### config.mk
export PLATFORM = sky130hd
export DESIGN_NAME = uart_rx_oversampled
export DESIGN_NICKNAME = d
export VERILOG_FILES = /design/src/rtl/uart_rx_oversampled.sv
export SDC_FILE = /design/constraint.sdc
export NUM_CORES = 1
export LEC_CHECK = 0
export BUFFER_PORTS_ARGS = -buffer_cell sky130_fd_sc_hd__buf_4
export CAP_MARGIN = 10
export CORE_AREA = 2 2 67 69
export DETAILED_ROUTE_END_ITERATION = 8
export DIE_AREA = 0 0 69 71
export SLEW_MARGIN = 10
export SYNTH_ARGS = -nofsm -noshare
export SYNTH_HDL_FRONTEND = slang
export SYNTH_SLANG_ARGS = --single-unit
### constraint.sdc
create_clock -name clk -period 4.71 [get_ports clk]
set_input_delay 0.942 -clock clk [delete_from_list [all_inputs] [get_ports clk]]
set_output_delay 0.942 -clock clk [all_outputs]
set_load 0.01 [all_outputs]
### src/rtl/uart_rx_oversampled.sv
// 8N1 UART receiver: synchronised 16x oversampling with 3-sample majority vote,
// one-entry valid/ready holding register, and framing/overrun/break pulses.
module uart_rx_oversampled #(
    parameter int CLOCK_FREQ  = 25000000,
    parameter int BIT_RATE    = 115200,
    parameter int OVERSAMPLE  = 16,
    parameter int SYNC_STAGES = 2
) (
    input  logic       clk,
    input  logic       reset,
    input  logic       rx,
    output logic [7:0] rx_data,
    output logic       rx_valid,
    input  logic       rx_ready,
    output logic       frame_error,
    output logic       overrun_error,
    output logic       break_detect,
    output logic       busy
);

    localparam int DIV_RAW = CLOCK_FREQ / (BIT_RATE * 16);
    localparam int DIV     = (DIV_RAW < 1) ? 1 : DIV_RAW;
    localparam int DIV_W   = (DIV > 1) ? $clog2(DIV) : 1;
    localparam logic [DIV_W-1:0] DIV_LAST = DIV_W'(DIV - 1);

    generate
        if (OVERSAMPLE != 16) begin : g_bad_oversample
            $error("uart_rx_oversampled: OVERSAMPLE must be 16");
        end
        if (SYNC_STAGES < 2) begin : g_bad_sync
            $error("uart_rx_oversampled: SYNC_STAGES must be at least 2");
        end
    endgenerate

    typedef enum logic [2:0] {IDLE, START, DATA, STOP, WAIT_HIGH} state_t;

    state_t             state_q, state_d;
    logic [SYNC_STAGES-1:0] sync_q;
    logic               rx_s, rx_s_d;
    logic [DIV_W-1:0]   div_q;
    logic [3:0]         tick_cnt_q;
    logic [2:0]         bit_idx_q;
    logic [7:0]         shift_q;
    logic               samp7_q, samp8_q;
    logic               tick, at9, at15, maj, start_edge;
    logic               load_req, ferr_req;

    // Synchroniser idles high so reset never looks like a start edge.
    always_ff @(posedge clk or posedge reset) begin
        if (reset) begin
            sync_q <= '1;
            rx_s_d <= 1'b1;
        end else begin
            sync_q <= {sync_q[SYNC_STAGES-2:0], rx};
            rx_s_d <= rx_s;
        end
    end

    assign rx_s       = sync_q[SYNC_STAGES-1];
    assign start_edge = (state_q == IDLE) && rx_s_d && !rx_s;
    assign tick       = (div_q == DIV_LAST);
    assign at9        = tick && (tick_cnt_q == 4'd9);
    assign at15       = tick && (tick_cnt_q == 4'd15);
    assign maj        = (samp7_q & samp8_q) | (samp7_q & rx_s) | (samp8_q & rx_s);

    // Both counters restart on the start edge to phase-align to the line.
    always_ff @(posedge clk or posedge reset) begin
        if (reset) begin
            div_q      <= '0;
            tick_cnt_q <= '0;
        end else if (start_edge) begin
            div_q      <= '0;
            tick_cnt_q <= '0;
        end else if (tick) begin
            div_q      <= '0;
            tick_cnt_q <= tick_cnt_q + 4'd1;
        end else begin
            div_q      <= div_q + DIV_W'(1);
        end
    end

    always_ff @(posedge clk or posedge reset) begin
        if (reset) state_q <= IDLE;
        else       state_q <= state_d;
    end

    always_comb begin
        state_d  = state_q;
        load_req = 1'b0;
        ferr_req = 1'b0;
        case (state_q)
            IDLE:      if (start_edge) state_d = START;
            START: begin
                if (at9 && maj)  state_d = IDLE;
                else if (at15)   state_d = DATA;
            end
            DATA:      if (at15 && bit_idx_q == 3'd7) state_d = STOP;
            STOP: begin
                // Leaving mid-stop-bit lets the next start edge be caught early.
                if (at9) begin
                    if (maj) begin
                        load_req = 1'b1;
                        state_d  = IDLE;
                    end else begin
                        ferr_req = 1'b1;
                        state_d  = WAIT_HIGH;
                    end
                end
            end
            WAIT_HIGH: if (rx_s) state_d = IDLE;
            default:   state_d = IDLE;
        endcase
    end

    always_ff @(posedge clk or posedge reset) begin
        if (reset) begin
            samp7_q   <= 1'b1;
            samp8_q   <= 1'b1;
            bit_idx_q <= '0;
            shift_q   <= '0;
        end else begin
            if (tick && tick_cnt_q == 4'd7) samp7_q <= rx_s;
            if (tick && tick_cnt_q == 4'd8) samp8_q <= rx_s;
            if (state_q == START && at15)   bit_idx_q <= 3'd0;
            if (state_q == DATA) begin
                if (at9)  shift_q[bit_idx_q] <= maj;
                if (at15) bit_idx_q <= bit_idx_q + 3'd1;
            end
        end
    end

    // A load coinciding with a handshake replaces the byte without overrun.
    always_ff @(posedge clk or posedge reset) begin
        if (reset) begin
            rx_data       <= '0;
            rx_valid      <= 1'b0;
            overrun_error <= 1'b0;
            frame_error   <= 1'b0;
            break_detect  <= 1'b0;
        end else begin
            overrun_error <= 1'b0;
            frame_error   <= ferr_req;
            break_detect  <= ferr_req && (shift_q == 8'h00);
            if (load_req) begin
                if (!rx_valid || rx_ready) begin
                    rx_data  <= shift_q;
                    rx_valid <= 1'b1;
                end else begin
                    overrun_error <= 1'b1;
                end
            end else if (rx_valid && rx_ready) begin
                rx_valid <= 1'b0;
            end
        end
    end

    assign busy = (state_q != IDLE);

endmodule
==> key figures <==
Synthesis
  • Post-synth ARST share: 100%
  • Post-Synth XOR/XNOR Area: 1.82%
  • Yosys cell types: 46
  • Syn_area_per_cell: 12.4 µm²
  • Number of synthesis warnings: 0
  • Share of the yosys chip area belonging to registers: 51.1%
  • Number of synthesized register bits: 39
  • Post-Syn Instances: 155
  • Simple-gate share of the synthesized area: 21.5%
  • Largest family of logic cells by synthesized area: simple AND/OR/NAND/NOR gates
  • Netlist Area Pre-Place: 1920 µm²
  • Adder-Cell Fraction of Synth Area: 5.27%
  • Post-synthesis mux area share: 11.5%
  • Synth Area in Compound Gates: 5.20%
  • Post-synth EDFFs: 0
  • Top_reg_cell synth: dfrtp_1
  • Mapped Nets: 166

Timing
  • Final setup vio count: 0
  • Worst slew pin tran: 0.550 ns
  • RSZ-0062 raised after global routing: false
  • Slew Viols, Final: 0
  • Slew margin rel.: 63.2%
  • Fin Clk Skew: 0.00793 ns
  • Fin crit period: 2.39 ns
  • Setup TNS: 0 ns
  • Fin crit share: 50.8%
  • Highest Clock Rate: 0.418 GHz
  • Final Hold Viols: 0

Routing
  • Residual DRC: 0
  • DR vias/cell: 5.45
  • Routed vias: 1,232
  • Routed wire per std cell: 14.4 µm
  • Drt total wl: 3260 µm
  • Initial DRT Pass Iterations: 4
  • Number of routed nets with antenna violations: 0
  • First DRT Iteration DRCs: 68

Global routing
  • Largest net degree at the start of global routing: 40
  • First-pass GRT wire length: 5740 µm
  • Gr usage total: 15.1%
  • GRT overflow: 0
  • Vias in the first global route: 1,209
  • Initial antenna violation count: 0

Layout
  • Layout cells sized above 1: 35.1%
  • Commonest non-fill, non-tap cells in the layout: 34 x dfrtp_1, 17 x buf_4, 12 x nand2_1, 9 x nor3_1
  • Design Area, Final: 2180 µm²
  • Fin nets: 184
  • Most common cell after layout, fill and taps aside: dfrtp_1
  • Syn-to-layout area delta: 13.4%
  • Antenna cells: 0

Setup path
  • Worst r2r src: div_q[0]
  • Critical Path Start: state_q[1]
  • Reg2Reg Depth: 6
  • Arrival @ worst endpoint: 1.45 ns
  • CP Class: reg2out
  • Required time worst endpoint: 3.77 ns
  • Worst Setup Start Kind: register
  • CP max FO: 15
  • Setup crit end kind: primary output

Clock tree
  • Setup bufs post-CTS: 0
  • PostCTS Resize Cnt: 0
  • CTS Buffer Depth: 2
  • Clock latency at the later pin of the worst-skew pair: 0.29 ns
  • CTS tree: built
  • CTS H-tree depth: 2
  • Root Driver: clkbuf_8
  • Hold_buf cts: 0
  • Total CTS buffers: 5
  • Clock net sink count: 39
  • Worst-path clk slew: 0.07 ns

Place
  • Port bufs: 16
  • Post-detail-place hpwl: 2350 µm
  • Gpl congestion: 0.781
  • Placed cell area: 2070 µm²

Floorplanning
  • Die X: 69 µm
  • Die area: 4900 µm²
  • Boundary Pins: 17
  • Core area: 4200 µm²
  • Num rows: 24
  • Initial Util: 45.7%
  • Die height: 71 µm

Power and ir drop
  • Seq pwr share: 51.3%
  • PD cells: 359 nW/µm²
  • Combinational power share: 13.4%
  • Pleak: 1.02 nW
  • Clock power frac: 35.3%
  • Max VDD drop: 263 µV
  • Sw Share: 26.7%
  • Switching power: 0.000209 W
  • Pint: 0.000573 W

Hold path
  • Worst min path class: reg2reg
  • Hold path cells: 0
  • Hold path start: sync_q[0]

Run status
  • Status: completed

Job
  • Max-cap viol count: 0
routing by layer:
layer / vias to the layer above / track usage [%] / routed length [µm] / share of wire, %
met1: 615 / 18.6 / 1480 / 45
met3: 5 / 5.70 / 140 / 4.3
met5: - / 0 / 0 / 0
li1: 592 / - / - / -
met4: 0 / 6.54 / 55 / 1.7
met2: 20 / 23.7 / 1590 / 49
cell families (layout without fill, tap and decap cells):
group / count (synthesis) / after routing
adder cells (fa/ha/maj): 8 / 8
multiplexers: 17 / 17
flip-flops: 39 / 39
AO/OA/AOI/OAI: 14 / 14
XOR/XNOR: 4 / 4
AND/OR/NAND/NOR: 61 / 61
buffers and inverters: 12 / 31
power groups by stage:
stage / registers, W / logic (W) / clock network, W
after floorplan: 0.000399 / 0.0000890 / 0
after global placement: 0.000403 / 0.0000999 / 0
after detailed placement: 0.000406 / 0.000109 / 0
after CTS: 0.000401 / 0.000109 / 0.000285
after global routing: 0.000407 / 0.000124 / 0.000304
final: 0.000401 / 0.000105 / 0.000276
cell usage after synthesis, types with 2 or more instances:
master / n / area (µm²)
inv_1: 6 / 22.5
nor3b_1: 3 / 22.5
dfstp_2: 5 / 131
buf_6: 3 / 33.8
nor3_1: 9 / 45.0
a21oi_1: 3 / 15.0
nor3b_2: 3 / 37.5
nor2b_1: 3 / 18.8
mux2_2: 8 / 90.1
a31oi_1: 2 / 12.5
nand2_1: 12 / 45.0
o2bb2ai_1: 2 / 17.5
nor4_1: 2 / 12.5
dfrtp_1: 34 / 851
xor2_1: 3 / 26.3
nand3_1: 5 / 25.0
mux2_4: 8 / 120
nor2_1: 7 / 26.3
ha_1: 7 / 87.6
buf_2: 2 / 10.0
a311oi_1: 2 / 17.5
nand4_1: 2 / 12.5
area by class of cell:
| type | instances | area (µm²) |
|---|---|---|
| flip-flops and latches | 39 | 982 |
| inverters | 6 | 22.5 |
| clock buffers | 5 | 68.8 |
| well taps | 52 | 65.1 |
| multi-input cells | 104 | 871 |
| clock inverters | 3 | 43.8 |
| fillers | 378 | 2020 |
| repair buffers | 17 | 128 |
metrics by stage:
| stage | std cells | utilization [%] | setup WS, ns | hold slack [ns] | total power (W) |
|---|---|---|---|---|---|
| global placement | 218 | 49.2 | 2.64 | 0.352 | 0.000503 |
| global route | 226 | 51.9 | 2.25 | 0.361 | 0.000836 |
| detailed placement | 218 | 49.2 | 2.63 | 0.349 | 0.000516 |
| CTS | 226 | 51.9 | 2.30 | 0.360 | 0.000795 |
| floorplan | 155 | - | 2.82 | 0.345 | 0.000488 |
| finish | 226 | 51.9 | 2.32 | 0.358 | 0.000782 |
worst paths after layout:
path	endpoint	slack (ns)
min in group asynchronous	rx_data[0]	0.76
worst min register to register	sync_q[1]	0.36
worst max-delay path	busy	2.32
max in group asynchronous	sync_q[1]	3.58
worst min-delay path	sync_q[1]	0.36
worst max register to register	rx_data[2]	2.64
critical path, stage by stage (launching register included):
cell     delay, ns
dfrtp_1       0.55
or3_4         0.46
buf_4         0.16
flip-flops by register name, indices dropped and copies added, names as in the netlist:
signal / flops
samp7_q: 1
shift_q: 8
rx_data: 8
samp8_q: 1
frame_error: 1
break_detect: 1
rx_s_d: 1
bit_idx_q: 3
tick_cnt_q: 4
state_q: 3
sync_q: 2
overrun_error: 1
div_q: 4
rx_valid: 1
No activity file was read; power rests on OpenSTA's default activity.
